<file path="src/rtl/mips_pipe_pkg.sv">
// Shared pipeline definitions for the 5-stage MIPS datapath.
// Holds the sequencing-controller state encoding and the zero-register index.
package mips_pipe_pkg;

    typedef enum logic [1:0] {
        ST_INIT   = 2'd0,
        ST_RUN    = 2'd1,
        ST_DRAIN  = 2'd2,
        ST_HALTED = 2'd3
    } pipe_state_t;

    localparam logic [4:0] REG_ZERO = 5'd0;

endpackage

</file>
<file path="src/rtl/load_use_detect.sv">
// Load-use hazard comparator: flags an ID instruction that reads the
// destination of a load that is currently in EX.
module load_use_detect
    import mips_pipe_pkg::*;
(
    input  logic [4:0] id_rs,
    input  logic [4:0] id_rt,
    input  logic       id_uses_rt,
    input  logic       ex_mem_read,
    input  logic [4:0] ex_rt,
    output logic       load_use
);

    logic rs_hit;
    logic rt_hit;

    always_comb begin
        rs_hit   = (ex_rt == id_rs);
        rt_hit   = id_uses_rt && (ex_rt == id_rt);
        // Writes to $zero are discarded, so they can never create a hazard.
        load_use = ex_mem_read && (ex_rt != REG_ZERO) && (rs_hit || rt_hit);
    end

endmodule

</file>
<file path="src/rtl/hazard_ctrl.sv">
// Pipeline sequencing controller: reset-time clear, load-use stalls, branch
// flushes and a halt/drain handshake. Optional perf counters: HAZ_PERF_CNT_EN.
module hazard_ctrl
    import mips_pipe_pkg::*;
#(
    parameter logic [31:0] RESET_VECTOR = 32'h0000_0001,
    parameter int          INIT_CYCLES  = 4,
    parameter int          DRAIN_CYCLES = 4
`ifdef HAZ_PERF_CNT_EN
    ,
    parameter int          CNT_W        = 32
`endif
) (
    input  logic        clk,
    input  logic        rst,
    input  logic [4:0]  id_rs,
    input  logic [4:0]  id_rt,
    input  logic        id_uses_rt,
    input  logic        ex_mem_read,
    input  logic [4:0]  ex_rt,
    input  logic        mem_branch_taken,
    input  logic        halt_req,
    output logic        pc_we,
    output logic        pc_src,
    output logic        pc_init,
    output logic [31:0] pc_init_val,
    output logic        if_id_we,
    output logic        if_id_flush,
    output logic        id_ex_flush,
    output logic        ex_mem_flush,
    output logic        mem_wb_flush,
    output logic        halt_ack,
    output logic [1:0]  state
`ifdef HAZ_PERF_CNT_EN
    ,
    output logic [CNT_W-1:0] stall_cnt,
    output logic [CNT_W-1:0] flush_cnt
`endif
);

    localparam logic [15:0] INIT_LAST  = 16'(INIT_CYCLES - 1);
    localparam logic [15:0] DRAIN_LAST = 16'(DRAIN_CYCLES - 1);

    pipe_state_t state_q, state_nx;
    logic [15:0] cnt_q, cnt_nx;
    logic        load_use;
    logic        drain_adv;

    load_use_detect u_lud (
        .id_rs       (id_rs),
        .id_rt       (id_rt),
        .id_uses_rt  (id_uses_rt),
        .ex_mem_read (ex_mem_read),
        .ex_rt       (ex_rt),
        .load_use    (load_use)
    );

    always_ff @(posedge clk) begin
        if (rst) begin
            state_q <= ST_INIT;
            cnt_q   <= '0;
        end else begin
            state_q <= state_nx;
            cnt_q   <= cnt_nx;
        end
    end

    assign state       = state_q;
    assign pc_init_val = RESET_VECTOR;

    always_comb begin
        state_nx     = state_q;
        cnt_nx       = cnt_q;
        drain_adv    = 1'b0;
        pc_we        = 1'b0;
        pc_src       = 1'b0;
        pc_init      = 1'b0;
        if_id_we     = 1'b0;
        if_id_flush  = 1'b0;
        id_ex_flush  = 1'b0;
        ex_mem_flush = 1'b0;
        mem_wb_flush = 1'b0;
        halt_ack     = 1'b0;

        case (state_q)
            ST_INIT: begin
                pc_init      = 1'b1;
                pc_we        = 1'b1;
                if_id_we     = 1'b1;
                if_id_flush  = 1'b1;
                id_ex_flush  = 1'b1;
                ex_mem_flush = 1'b1;
                mem_wb_flush = 1'b1;
                if (cnt_q == INIT_LAST) begin
                    state_nx = ST_RUN;
                    cnt_nx   = '0;
                end else begin
                    cnt_nx = cnt_q + 16'd1;
                end
            end

            ST_RUN: begin
                if (mem_branch_taken) begin
                    pc_we        = 1'b1;
                    pc_src       = 1'b1;
                    if_id_we     = 1'b1;
                    if_id_flush  = 1'b1;
                    id_ex_flush  = 1'b1;
                    ex_mem_flush = 1'b1;
                end else if (load_use) begin
                    id_ex_flush = 1'b1;
                end else begin
                    pc_we    = 1'b1;
                    if_id_we = 1'b1;
                end
                if (halt_req) begin
                    state_nx = ST_DRAIN;
                    cnt_nx   = '0;
                end
            end

            ST_DRAIN: begin
                // A branch still redirects the PC so resume fetches the target;
                // only a load-use stall holds the drain counter.
                if (mem_branch_taken) begin
                    pc_we        = 1'b1;
                    pc_src       = 1'b1;
                    if_id_we     = 1'b1;
                    if_id_flush  = 1'b1;
                    id_ex_flush  = 1'b1;
                    ex_mem_flush = 1'b1;
                    drain_adv    = 1'b1;
                end else if (load_use) begin
                    id_ex_flush = 1'b1;
                end else begin
                    if_id_we    = 1'b1;
                    if_id_flush = 1'b1;
                    drain_adv   = 1'b1;
                end
                if (drain_adv) begin
                    if (cnt_q == DRAIN_LAST) begin
                        state_nx = ST_HALTED;
                        cnt_nx   = '0;
                    end else begin
                        cnt_nx = cnt_q + 16'd1;
                    end
                end
            end

            ST_HALTED: begin
                halt_ack    = 1'b1;
                if_id_flush = 1'b1;
                if (!halt_req) begin
                    state_nx = ST_RUN;
                end
            end

            default: begin
                state_nx = ST_INIT;
                cnt_nx   = '0;
            end
        endcase

        // While reset is held the register may not yet read INIT, so the
        // INIT controls are forced here.
        if (rst) begin
            pc_init      = 1'b1;
            pc_we        = 1'b1;
            pc_src       = 1'b0;
            if_id_we     = 1'b1;
            if_id_flush  = 1'b1;
            id_ex_flush  = 1'b1;
            ex_mem_flush = 1'b1;
            mem_wb_flush = 1'b1;
            halt_ack     = 1'b0;
        end
    end

`ifdef HAZ_PERF_CNT_EN
    logic in_ctl;
    logic stall_ev;
    logic flush_ev;

    assign in_ctl   = !rst && ((state_q == ST_RUN) || (state_q == ST_DRAIN));
    assign flush_ev = in_ctl && mem_branch_taken;
    assign stall_ev = in_ctl && !mem_branch_taken && load_use;

    always_ff @(posedge clk) begin
        if (rst) begin
            stall_cnt <= '0;
            flush_cnt <= '0;
        end else begin
            if (stall_ev && (stall_cnt != '1)) stall_cnt <= stall_cnt + 1'b1;
            if (flush_ev && (flush_cnt != '1)) flush_cnt <= flush_cnt + 1'b1;
        end
    end
`endif

endmodule

</file>
<file path="config.mk">
export PLATFORM = sky130hd
export DESIGN_NAME = hazard_ctrl
export DESIGN_NICKNAME = d
export VERILOG_FILES = /design/src/rtl/mips_pipe_pkg.sv /design/src/rtl/load_use_detect.sv /design/src/rtl/hazard_ctrl.sv
export SDC_FILE = /design/constraint.sdc
export NUM_CORES = 1
export LEC_CHECK = 0
export ABC_AREA = 1
export CAP_MARGIN = 30
export CORE_AREA = 10 10 71 73
export DETAILED_ROUTE_END_ITERATION = 10
export DIE_AREA = 0 0 81 83
export PLACE_DENSITY = 0.86
export SYNTH_ARGS = -nofsm -noshare
export SYNTH_HDL_FRONTEND = slang
export SYNTH_HIERARCHICAL = 1
export SYNTH_SLANG_ARGS = --single-unit
</file>
<file path="constraint.sdc">
create_clock -name clk -period 3.2 [get_ports clk]
set_input_delay 0.48 -clock clk [delete_from_list [all_inputs] [get_ports clk]]
set_output_delay 0.48 -clock clk [all_outputs]
set_load 0.01 [all_outputs]
</file>
## After elaboration in Yosys (flattened, before gate mapping)

Cells that the tools add are included.

| cells by class | value |
|---|---|
| add/sub/neg operators | 1 |
| multipliers | 0 |
| div/mod/pow operators | 0 |
| order comparisons | 0 |
| equality and inequality tests | 11 |
| shift operators | 0 |
| multiplexer cells | 32 |
| bitwise operators | 0 |
| reduce and logical (&&, ||, !) cells | 11 |

Operator list:

| kind | number |
|---|---|
| 16-bit 2-to-1 mux | 3 |
| 16-bit one-hot mux with 3 select lines | 1 |
| 1-bit 2-to-1 mux | 17 |
| 16-bit by 1-bit adder with 16-bit output, second input constant | 1 |
| 16-bit by 2-bit == test with 1-bit output, second input constant | 1 |
| 5-bit == test | 2 |
| 2-bit 2-to-1 mux | 5 |
| 2-bit != test, second input constant | 5 |
| 2-bit one-hot mux with 4 select lines | 1 |
| 1-bit one-hot mux with 2 select lines | 3 |
| 1-bit one-hot mux with 3 select lines | 2 |
| 5-bit AND reduction | 1 |
| 5-bit nonzero test | 1 |
| 2-bit == test, second input constant | 2 |
| 2-bit OR reduction | 2 |
| 1-bit logical AND | 3 |
| 3-bit AND reduction | 1 |
| 3-bit nonzero test | 1 |
| 2-bit by 1-bit == test with 1-bit output, second input constant | 1 |
| 2-bit logical NOT | 1 |
| 1-bit logical OR | 1 |

| storage, ports and cells | value |
|---|---|
| bits in registers | 18 |
| latch bits | 0 |
| memory bits (writable) | 0 |
| bits in read-only memories | 0 |
| bits of input ports | 21 |
| output and inout port bits | 43 |
| word-level logic and storage cells | 57 |
| memories kept | 0 |

## Logic depth before layout (Yosys ltp)

Gate-level depths: netlist of run 1.

| depth | value |
|---|---|
| word-level depth | 9 |
| depth in mapped cells | 12 |
| mapped depth without buffers | 12 |

## Cells and area by module

The synthesis of run 1 kept the hierarchy.

By module, submodules not included:

| module | times used | cells each | area each (um^2) | seq. area each (um^2) |
|---|---|---|---|---|
| hazard_ctrl | 1 | 231 | 1,552.7 | 360.3 |
| load_use_detect | 1 | 52 | 206.4 | 0.0 |

## Worst setup path after synthesis of run 1

No wires, ideal clock.

| timing path | value |
|---|---|
| kind | in2out |
| start | input ex_rt[3] |
| end | output if_id_flush |
| data arrival time | 1.361 ns |
| data required time | 2.720 ns |
| slack | 1.359 ns |
| stages on the path | 9 |
| buffers on the path | 0 |
| path through | inv_1 > nand2_1 > nand2_1 > nor2_1 > nand3_1 > a21oi_1 > nand2_1 > a21oi_1 > o21ai_0 |

| between the ends | value |
|---|---|
| cells in the longest elaborated chain, start to end | 8 |
| elaborated cells between the ends (all ways) | 11 |
| classes of those cells | eq/ne: 2; mux: 4; reduce/logical: 5 |

Ends and longest elaborated chain:

| element | RTL line | source |
|---|---|---|
| from (decl) | hazard_ctrl.sv:20 | `input logic [4:0] ex_rt,` |
| 5-bit == test | load_use_detect.sv:19 | `rt_hit = id_uses_rt && (ex_rt == id_rt);` |
| 1-bit logical AND | load_use_detect.sv:19 |  |
| 1-bit logical OR | load_use_detect.sv:21 | `load_use = ex_mem_read && (ex_rt != REG_ZERO) && (rs_hit \|\| rt_hit);` |
| 1-bit logical AND * | load_use_detect.sv:21 |  |
| via load_use | hazard_ctrl.sv:46 | `logic load_use;` |
| 1-bit 2-to-1 mux * | hazard_ctrl.sv:133 | `end else if (load_use) begin` |
| 1-bit 2-to-1 mux * | hazard_ctrl.sv:125 | `if (mem_branch_taken) begin` |
| 1-bit one-hot mux with 3 select lines * | hazard_ctrl.sv:85 | `case (state_q)` |
| 1-bit 2-to-1 mux * | hazard_ctrl.sv:166 | `if (rst) begin` |
| to (decl) | hazard_ctrl.sv:28 | `output logic if_id_flush,` |

The timed path passes the listed nets; every way through them passes the cells marked *.

## Final worst setup path of run 1

| timing path | value |
|---|---|
| start | input ex_rt[1] |
| end | output if_id_flush |

Same word-level chain as after synthesis.

==> results.py, run 1 <==
metrics = {
    "worst_setup_path": {
        "path_max_fanout": 4,
        "reg2reg_slack_ns": 1.33,
        "cp.required_ns": 2.72,
        "worstSetupEndpoint": "if_id_flush",
        "timing.rr.end": "cnt_q[4]",
        "crit_start": "ex_rt[1]",
        "end_kind": "primary output",
        "reg2regPathDepth": 8,
        "cp_data_arrival_time_ns": 2.44,
        "r2r_start": "state[1]",
        "critPathKind": "primary input to primary output",
        "start_kind": "primary input",
    },
    "global_route": {
        "grt_usage_pct": 11.94,
        "grt_max_degree": 19,
        "grt_pass1_vias": 1485,
        "grt_antenna_before_repair": 0,
        "gr-total-overflow": 0,
        "grt_pass1_wl_mm": 6.699,
    },
    "yosys": {
        "synth_top_cell_by_area": "dfxtp_1",
        "async_flop_share_pct": 0,
        "synth_cells": 283,
        "yosysMostFrequentCell": "nand2_1",
        "ys_seq_elements": 18,
        "synth_area_leaders": "dfxtp_1 (20%), buf_4 (15%), nand2_1 (14%)",
        "seq_area_frac_synth_pct": 20.48,
        "synthTopCellsByCount": "nand2_1 (67), inv_1 (35), buf_4 (34), nor2_1 (34), dfxtp_1 (18)",
        "syn-cell-area_um2": 1759,
        "yosysTopAreaCellShare_pct": 20.48,
        "synth_edf_count": 0,
        "yosys_warnings": 6,
        "ys.flop_type": "dfxtp_1",
        "synth_cell_type_count": 28,
        "synth.avg_cell_area_um2": 6.216,
    },
    "power": {
        "power_frac_comb_pct": 49.7,
        "p_int_w": 0.0005500,
        "p_switching_w": 0.0003810,
        "power_frac_seq_pct": 29.9,
        "clockPowerShare_pct": 20.3,
        "p_sw_share_pct": 40.92,
        "leakagePower_nw": 0.9315,
        "vdd_ir_drop_max_mv": 0.2466,
        "pwr_density_cell_nw_per_um2": 455.1,
    },
    "run_status": {
        "status": "complete, no violations",
    },
    "finish": {
        "insertedDiodeCount": 0,
        "syn_to_final_growth_pct": 16.29,
        "drive_gt1_share_pct": 9.873,
        "nNetsFinal": 343,
        "nFillCells": 353,
        "stdcell_count": 362,
        "final_util_pct": 56.30,
    },
    "sta": {
        "finClkSkew_ns": 0.007558,
        "max_freq_mhz": 342.1,
        "hold_viol": 0,
        "slew_viol_final": 0,
        "post-route-period-util_pct": 91.36,
        "grt_setup_unrepaired": "false",
        "setup_viol": 0,
        "setup-tns-final_ns": 0,
        "period_needed_ns": 2.923,
    },
    "cts": {
        "worstSkewPairLatency_ns": 0.26,
        "cts_tree": "built",
        "clk_pin_slew_ns": 0.06,
        "cts-root-buf": "clkbuf_8",
        "cts-buffers-inserted": 3,
        "cts_resized": 0,
        "hold_buffers": 0,
        "ctsLongestPathBuffers": 2,
        "cts_setup_buffers": 0,
        "h-tree-depth": 1,
        "numClockSinks": 18,
    },
    "detailed_routing": {
        "wirelength_mm": 4.037,
        "dr.pass1.iters": 4,
        "via_per_inst": 4.652,
        "vias": 1684,
        "wl_per_cell_um": 11.15,
        "ant_nets": 0,
        "route.detailed.drc": 0,
        "drt_iter0_drc": 135,
    },
    "floorplanning": {
        "die_area_um2": 6723,
        "die_y_um": 83,
        "initial_core_util_pct": 48.42,
        "fp.dieW_um": 81,
        "rows": 22,
        "ios": 64,
        "core_area_um2": 3633,
    },
    "placed_design": {
        "gp_congestion": 0.8868,
        "hpwlAfterDp_mm": 3.394,
        "io_buffer_count": 31,
        "place_inst": 358,
    },
    "worst_hold_path": {
        "hp-class": "flip-flop to flip-flop",
        "hold_start": "cnt_q[12]",
    },
    "job": {
        "cap_viol_max_count": 0,
    },
}
## per-stage QoR
stage          cell area [um2]  power [W]  hold slack (ns)  setup slack, ns
6_report                  2046  0.0009310           0.5061           0.2766
5_1_grt                   2046   0.001009           0.5394           0.1030
4_1_cts                   2046  0.0009372           0.5013           0.2503
3_5_place_dp              1991  0.0007455           0.4919           0.2619
3_3_place_gp              1991  0.0007363           0.4880           0.3019
2_1_floorplan             1872  0.0006099           0.4648            1.359
## cell type report
class	instances	area, um2	share of cell area, %
Clock buffer	4	55.05	2.691
Inverter	38	142.6	6.972
Multi-Input combinational cell	222	1110	54.25
Sequential cell	18	360.3	17.61
Tap cell	48	60.06	2.936
Timing Repair Buffer	32	317.8	15.54
## worst min path at each step
stage	cells after the start	slack, ns	endpoint
floorplan	2	0.46	cnt_q[12]
global placement	2	0.49	cnt_q[12]
detailed placement	2	0.49	cnt_q[12]
CTS	2	0.50	cnt_q[12]
global route	2	0.54	cnt_q[1]
finish	2	0.51	cnt_q[12]
## power by group through the flow
stage	clock network (W)	registers, W	logic, W
floorplan	0	0.000279	0.000331
global placement	0	0.000281	0.000455
detailed placement	0	0.000283	0.000462
CTS	0.000195	0.000279	0.000463
global route	0.000206	0.000283	0.000519
finish	0.000189	0.000279	0.000463
## metal layers
metal	share of wire, %	up-vias	GRT usage, %
li1	-	888	-
met1	40	733	12.51
met2	50	55	20.97
met3	7.8	8	3.556
met4	2.4	0	5.321
met5	0	-	0
## placed cells by master (no fill, tap or decap)
cell / n
nand2_1: 67
xnor2_1: 3
nor2_1: 34
nor2_2: 5
o21ai_0: 6
nand4_1: 6
nand3_2: 3
dfxtp_1: 18
nor3_1: 1
nand3_1: 17
a31oi_1: 2
nor3_2: 1
o21bai_2: 1
nand2_2: 6
conb_1: 32
o21bai_1: 4
clkbuf_8: 4
buf_4: 1
a21oi_4: 1
a21oi_2: 3
inv_2: 3
o21ai_1: 2
o21ai_2: 3
inv_1: 35
nand3b_1: 1
o211a_1: 1
clkdlybuf4s50_1: 31
ha_1: 7
a21oi_1: 16
## logic make-up (layout without fill, tap and decap cells)
group | after synthesis | count (layout) | share of synthesized area (%)
DFF | 18 | 18 | 20.48
buffers and inverters | 73 | 74 | 22.83
AOI/OAI and AO/OA | 39 | 39 | 14.37
xor gates and xnor gates | 3 | 3 | 1.494
other | 2 | 32 | 0.4269
and+or+nand+nor | 141 | 141 | 35.42
adders and majority gates | 7 | 7 | 4.978
## flip-flops by register name (all words and copies together), names as in the netlist
name,flops
cnt_q,16
state,2
## critical path: stages
cell and delay (ns):
clkdlybuf4s50_1 0.48, nand2_1 0.12, nand2_1 0.06, nor2_1 0.11
nand3_1 0.09, a21oi_1 0.26, nand2_1 0.14, a21oi_1 0.13
o21ai_0 0.08, clkdlybuf4s50_1 0.49
Power figures use the tool's default switching activity.
==> run 2, diff against run 1 <==
Settings changed: ABC_CLOCK_PERIOD_IN_PS set to 3800, CELL_PAD_IN_SITES_DETAIL_PLACEMENT set to 0, CELL_PAD_IN_SITES_GLOBAL_PLACEMENT set to 2, CORE_AREA 10 10 71 73 to 10 10 97 99, DIE_AREA 0 0 81 83 to 0 0 107 109, PLACE_DENSITY 0.86 to 0.84.
Clock period 3.2 ns to 3.8 ns, I/O delays scaled along.
==> results.py, run 2 (synthesis results as in run 1) <==
metrics = {
    "run_status": {
        "status": "complete, no violations",
    },
    "cts": {
        "hold_buffers": 0,
        "cts-root-buf": "clkbuf_8",
        "worstSkewPairLatency_ns": 0.26,
        "numClockSinks": 18,
        "cts-buffers-inserted": 3,
        "cts_resized": 0,
        "cts_tree": "built",
        "cts_setup_buffers": 0,
        "h-tree-depth": 1,
        "clk_pin_slew_ns": 0.08,
        "ctsLongestPathBuffers": 2,
    },
    "global_route": {
        "gr-total-overflow": 0,
        "grt_max_degree": 19,
        "grt_pass1_wl_mm": 7.748,
        "grt_usage_pct": 8.044,
        "grt_pass1_vias": 1592,
        "grt_antenna_before_repair": 0,
    },
    "finish": {
        "drive_gt1_share_pct": 9.873,
        "syn_to_final_growth_pct": 20.13,
        "multiInputGateArea_um2": 1110,
        "nNetsFinal": 343,
        "seqCellArea_um2": 360.3,
        "nFillCells": 874,
        "insertedDiodeCount": 0,
        "largest_reg_flops": 16,
        "stdcell_count": 416,
        "final_cell_mix": "nand2_1 (67), inv_1 (35), nor2_1 (34)",
        "top_register": "cnt_q",
        "layout_commonest_cell": "nand2_1",
    },
    "placed_design": {
        "place_inst": 412,
        "hpwlAfterDp_mm": 3.937,
        "place_ws_ns": 0.6273,
        "io_buffer_count": 31,
        "gp_congestion": 0.7757,
    },
    "worst_hold_path": {
        "hp-class": "flip-flop to flip-flop",
    },
    "floorplanning": {
        "die_y_um": 109,
        "fp.dieW_um": 107,
        "ios": 64,
        "rows": 32,
        "die_area_um2": 11660,
        "core_area_um2": 7527,
        "initial_core_util_pct": 23.37,
    },
    "power": {
        "pwr_density_cell_nw_per_um2": 379.8,
        "vdd_ir_drop_max_mv": 0.1538,
        "leakagePower_nw": 0.9315,
    },
    "sta": {
        "max_freq_mhz": 315.8,
        "grt_setup_unrepaired": "false",
        "setup_viol": 0,
        "finClkSkew_ns": 0.001712,
        "slew_viol_final": 0,
        "setup-tns-final_ns": 0,
        "setup_ws_ns": 0.6335,
        "post-route-period-util_pct": 83.33,
        "period_needed_ns": 3.167,
        "hold_viol": 0,
    },
    "worst_setup_path": {
        "cp.required_ns": 3.23,
        "cp_data_arrival_time_ns": 2.60,
        "start_kind": "primary input",
        "path_max_fanout": 3,
        "critPathKind": "primary input to primary output",
        "end_kind": "primary output",
    },
    "detailed_routing": {
        "route.detailed.drc": 0,
        "wl_per_cell_um": 11.58,
        "via_per_inst": 4.149,
        "ant_nets": 0,
        "drt_iter0_drc": 80,
        "wirelength_mm": 4.816,
        "dr.pass1.iters": 4,
        "vias": 1726,
    },
    "job": {
        "cap_viol_max_count": 0,
    },
}
## run 2: cell counts in the layout (fill, tap and decap cells not counted)
No cell type changed its count.
## run 2: final cells by class
type	count	area share (%)
timing repair buffer	32	15.04
clock buffer	4	2.605
multi-input combinational	222	52.52
inverter	38	6.750
sequential	18	17.05
tap	102	6.039
## run 2: routing by layer
layer  up-vias  part of all wire (%)  global-route usage [%]
met4         0                  0.77                   2.031
met1       766                    45                   9.613
met3         4                    10                   3.953
met2        70                    44                   12.64
li1        886                     -                       -
met5         -                     0                       0
## run 2: path summary, 6_finish.rpt
kind | startpoint | to | slack (ns) | depth (start not counted)
hold reg to reg | cnt_q[1] | cnt_q[1] | 0.51 | 2
setup reg to reg | state[1] | cnt_q[7] | 1.88 | 8
setup / recovery | ex_rt[3] | if_id_flush | 0.63 | 11
hold / removal | cnt_q[1] | cnt_q[1] | 0.51 | 2
## run 2: power by group
part / leakage (nW) / switching, W / internal (W)
clock: 0.0288 / 0.0000753 / 0.0000924
sequential: 0.146 / 0.0000251 / 0.000208
combinational: 0.757 / 0.000238 / 0.000163
total: 0.931 / 0.000339 / 0.000464
## run 2: critical path, stage by stage
cell	delay [ns]
clkdlybuf4s50_1	0.51
inv_1	0.08
nand2_1	0.06
nand2_1	0.05
nor2_1	0.10
nand3_1	0.09
a21oi_1	0.26
nand2_1	0.14
a21oi_1	0.16
o21ai_0	0.09
clkdlybuf4s50_1	0.49
## run 2: per-stage QoR
stage / power (W) / cell area [um2] / hold WS [ns] / utilization (%)
detailed placement: 0.0006412 / 2058 / 0.5013 / 27.34
finish: 0.0008025 / 2113 / 0.5093 / 28.08
global route: 0.0008671 / 2113 / 0.5321 / 28.08
global placement: 0.0006406 / 2058 / 0.4842 / 27.34
CTS: 0.0008127 / 2113 / 0.5119 / 28.08
floorplan: 0.0005136 / 1872 / 0.4648 / -
==> run 3, diff against run 2 <==
Settings changed: ABC_CLOCK_PERIOD_IN_PS 3800 to 3200, CORE_AREA 10 10 97 99 to 10 10 99 101, DIE_AREA 0 0 107 109 to 0 0 109 111, PLACE_DENSITY 0.84 to 0.81.
Clock period 3.8 ns to 3.2 ns, I/O delays scaled along.
==> results.py, run 3 (synthesis results as in run 1) <==
metrics = {
    "floorplanning": {
        "die_area_um2": 12100,
        "die_y_um": 111,
        "initial_core_util_pct": 22.08,
        "rows": 33,
        "ios": 64,
        "core_area_um2": 7969,
        "fp.dieW_um": 109,
    },
    "placed_design": {
        "place_ws_ns": 0.2010,
        "io_buffer_count": 31,
        "hpwlAfterDp_mm": 3.947,
        "gp_congestion": 0.7755,
    },
    "cts": {
        "cts_resized": 0,
        "cts_setup_buffers": 0,
        "ctsLongestPathBuffers": 2,
        "cts-buffers-inserted": 3,
        "h-tree-depth": 1,
        "hold_buffers": 0,
        "numClockSinks": 18,
        "cts_tree": "built",
        "cts-root-buf": "clkbuf_8",
        "worstSkewPairLatency_ns": 0.26,
        "clk_pin_slew_ns": 0.07,
    },
    "worst_setup_path": {
        "reg2regPathDepth": 8,
        "cp_data_arrival_time_ns": 2.52,
        "crit_chain": "clkdlybuf4s50_1, inv_2, nand2_1, nand2_1, nor2_1, nand3_1, a21oi_1, nand2_1, a21oi_1, o21ai_0, clkdlybuf4s50_1",
        "start_kind": "primary input",
        "slowest_stage": "clkdlybuf4s50_1",
        "end_kind": "primary output",
        "max_stage_delay_ns": 0.56,
        "crit_family": "buffers and inverters",
        "path_common_cell": "nand2_1",
        "critical_path_buf_inv_count": 3,
        "cp.required_ns": 2.72,
        "path_depth": 11,
        "critPathKind": "primary input to primary output",
        "reg2reg_slack_ns": 1.42,
        "path_max_fanout": 4,
    },
    "power": {
        "leakagePower_nw": 0.9296,
        "vdd_ir_drop_max_mv": 0.2224,
        "pwr_density_cell_nw_per_um2": 437.3,
    },
    "sta": {
        "max_freq_mhz": 333.2,
        "grt_setup_unrepaired": "false",
        "hold_viol": 0,
        "setup_ws_ns": 0.1987,
        "period_needed_ns": 3.001,
        "slew_viol_final": 0,
        "finClkSkew_ns": 0.001640,
        "setup_viol": 0,
        "setup-tns-final_ns": 0,
        "post-route-period-util_pct": 93.79,
    },
    "detailed_routing": {
        "drt_iter0_drc": 46,
        "via_per_inst": 3.993,
        "wl_per_cell_um": 11.27,
        "ant_nets": 0,
        "vias": 1673,
        "dr.pass1.iters": 4,
        "wirelength_mm": 4.721,
        "route.detailed.drc": 0,
    },
    "global_route": {
        "grt_pass1_wl_mm": 8.059,
        "grt_antenna_before_repair": 0,
        "grt_pass1_vias": 1740,
        "gr-total-overflow": 0,
        "grt_max_degree": 12,
        "grt_usage_pct": 7.924,
    },
    "finish": {
        "nNetsFinal": 344,
        "final_cell_mix": "nand2_1 (67), inv_1 (35), nor2_1 (34)",
        "layout_commonest_cell": "nand2_1",
        "largest_reg_flops": 16,
        "insertedDiodeCount": 0,
        "final_util_pct": 26.49,
        "top_register": "cnt_q",
        "syn_to_final_growth_pct": 19.99,
        "drive_gt1_share_pct": 9.873,
    },
    "run_status": {
        "status": "complete, no violations",
    },
    "job": {
        "cap_viol_max_count": 0,
    },
    "worst_hold_path": {
        "hp-class": "flip-flop to flip-flop",
        "min_path_cells": 2,
    },
}
[run 3: cell count changes in the layout (fill, tap and decap cells not counted), sizes merged]
cell,change
buf,+1
clkbuf,-1
[run 3: final cells by class]
cell class                 count  area [um2]
fill                         884        5858
multi-input combinational    222        1110
sequential                    18       360.3
timing repair buffer          33       325.3
inverter                      38       142.6
tap                          105       131.4
clock buffer                   3       41.29
[run 3: worst paths after layout]
path                 endpoint       from
hold / removal      cnt_q[12]  cnt_q[12]
setup reg to reg     cnt_q[3]   state[1]
setup / recovery  if_id_flush   ex_rt[4]
hold reg to reg     cnt_q[12]  cnt_q[12]
[run 3: metal layers]
metal	vias up	track usage (%)	share of wire (%)
met2	39	13.65	49
li1	889	-	-
met4	0	0.7916	0.30
met3	4	2.151	4.5
met5	-	0	0
met1	741	9.784	46
[run 3: report_power, final]
| part | switching (W) | internal, W | total, W |
|---|---|---|---|
| registers | 0.0000307 | 0.000247 | 0.000278 |
| logic | 0.000282 | 0.000198 | 0.000480 |
| clock network | 0.0000817 | 0.0000839 | 0.000166 |
[run 3: tightest hold or removal path, cell delays in order, from the launching register on]
cell and delay, ns:
dfxtp_1 0.34, nand2_1 0.07, a21oi_1 0.06
[run 3: stage by stage]
step                cells  cell area (um2)  power (W)  hold WS [ns]
finish                419             2111  0.0009231        0.5036
global route          419             2111   0.001004        0.5371
CTS                   419             2111  0.0009402        0.5045
detailed placement    416             2069  0.0007693        0.4937
global placement      416             2069  0.0007674        0.4892
floorplan             313             1872  0.0006099        0.4648
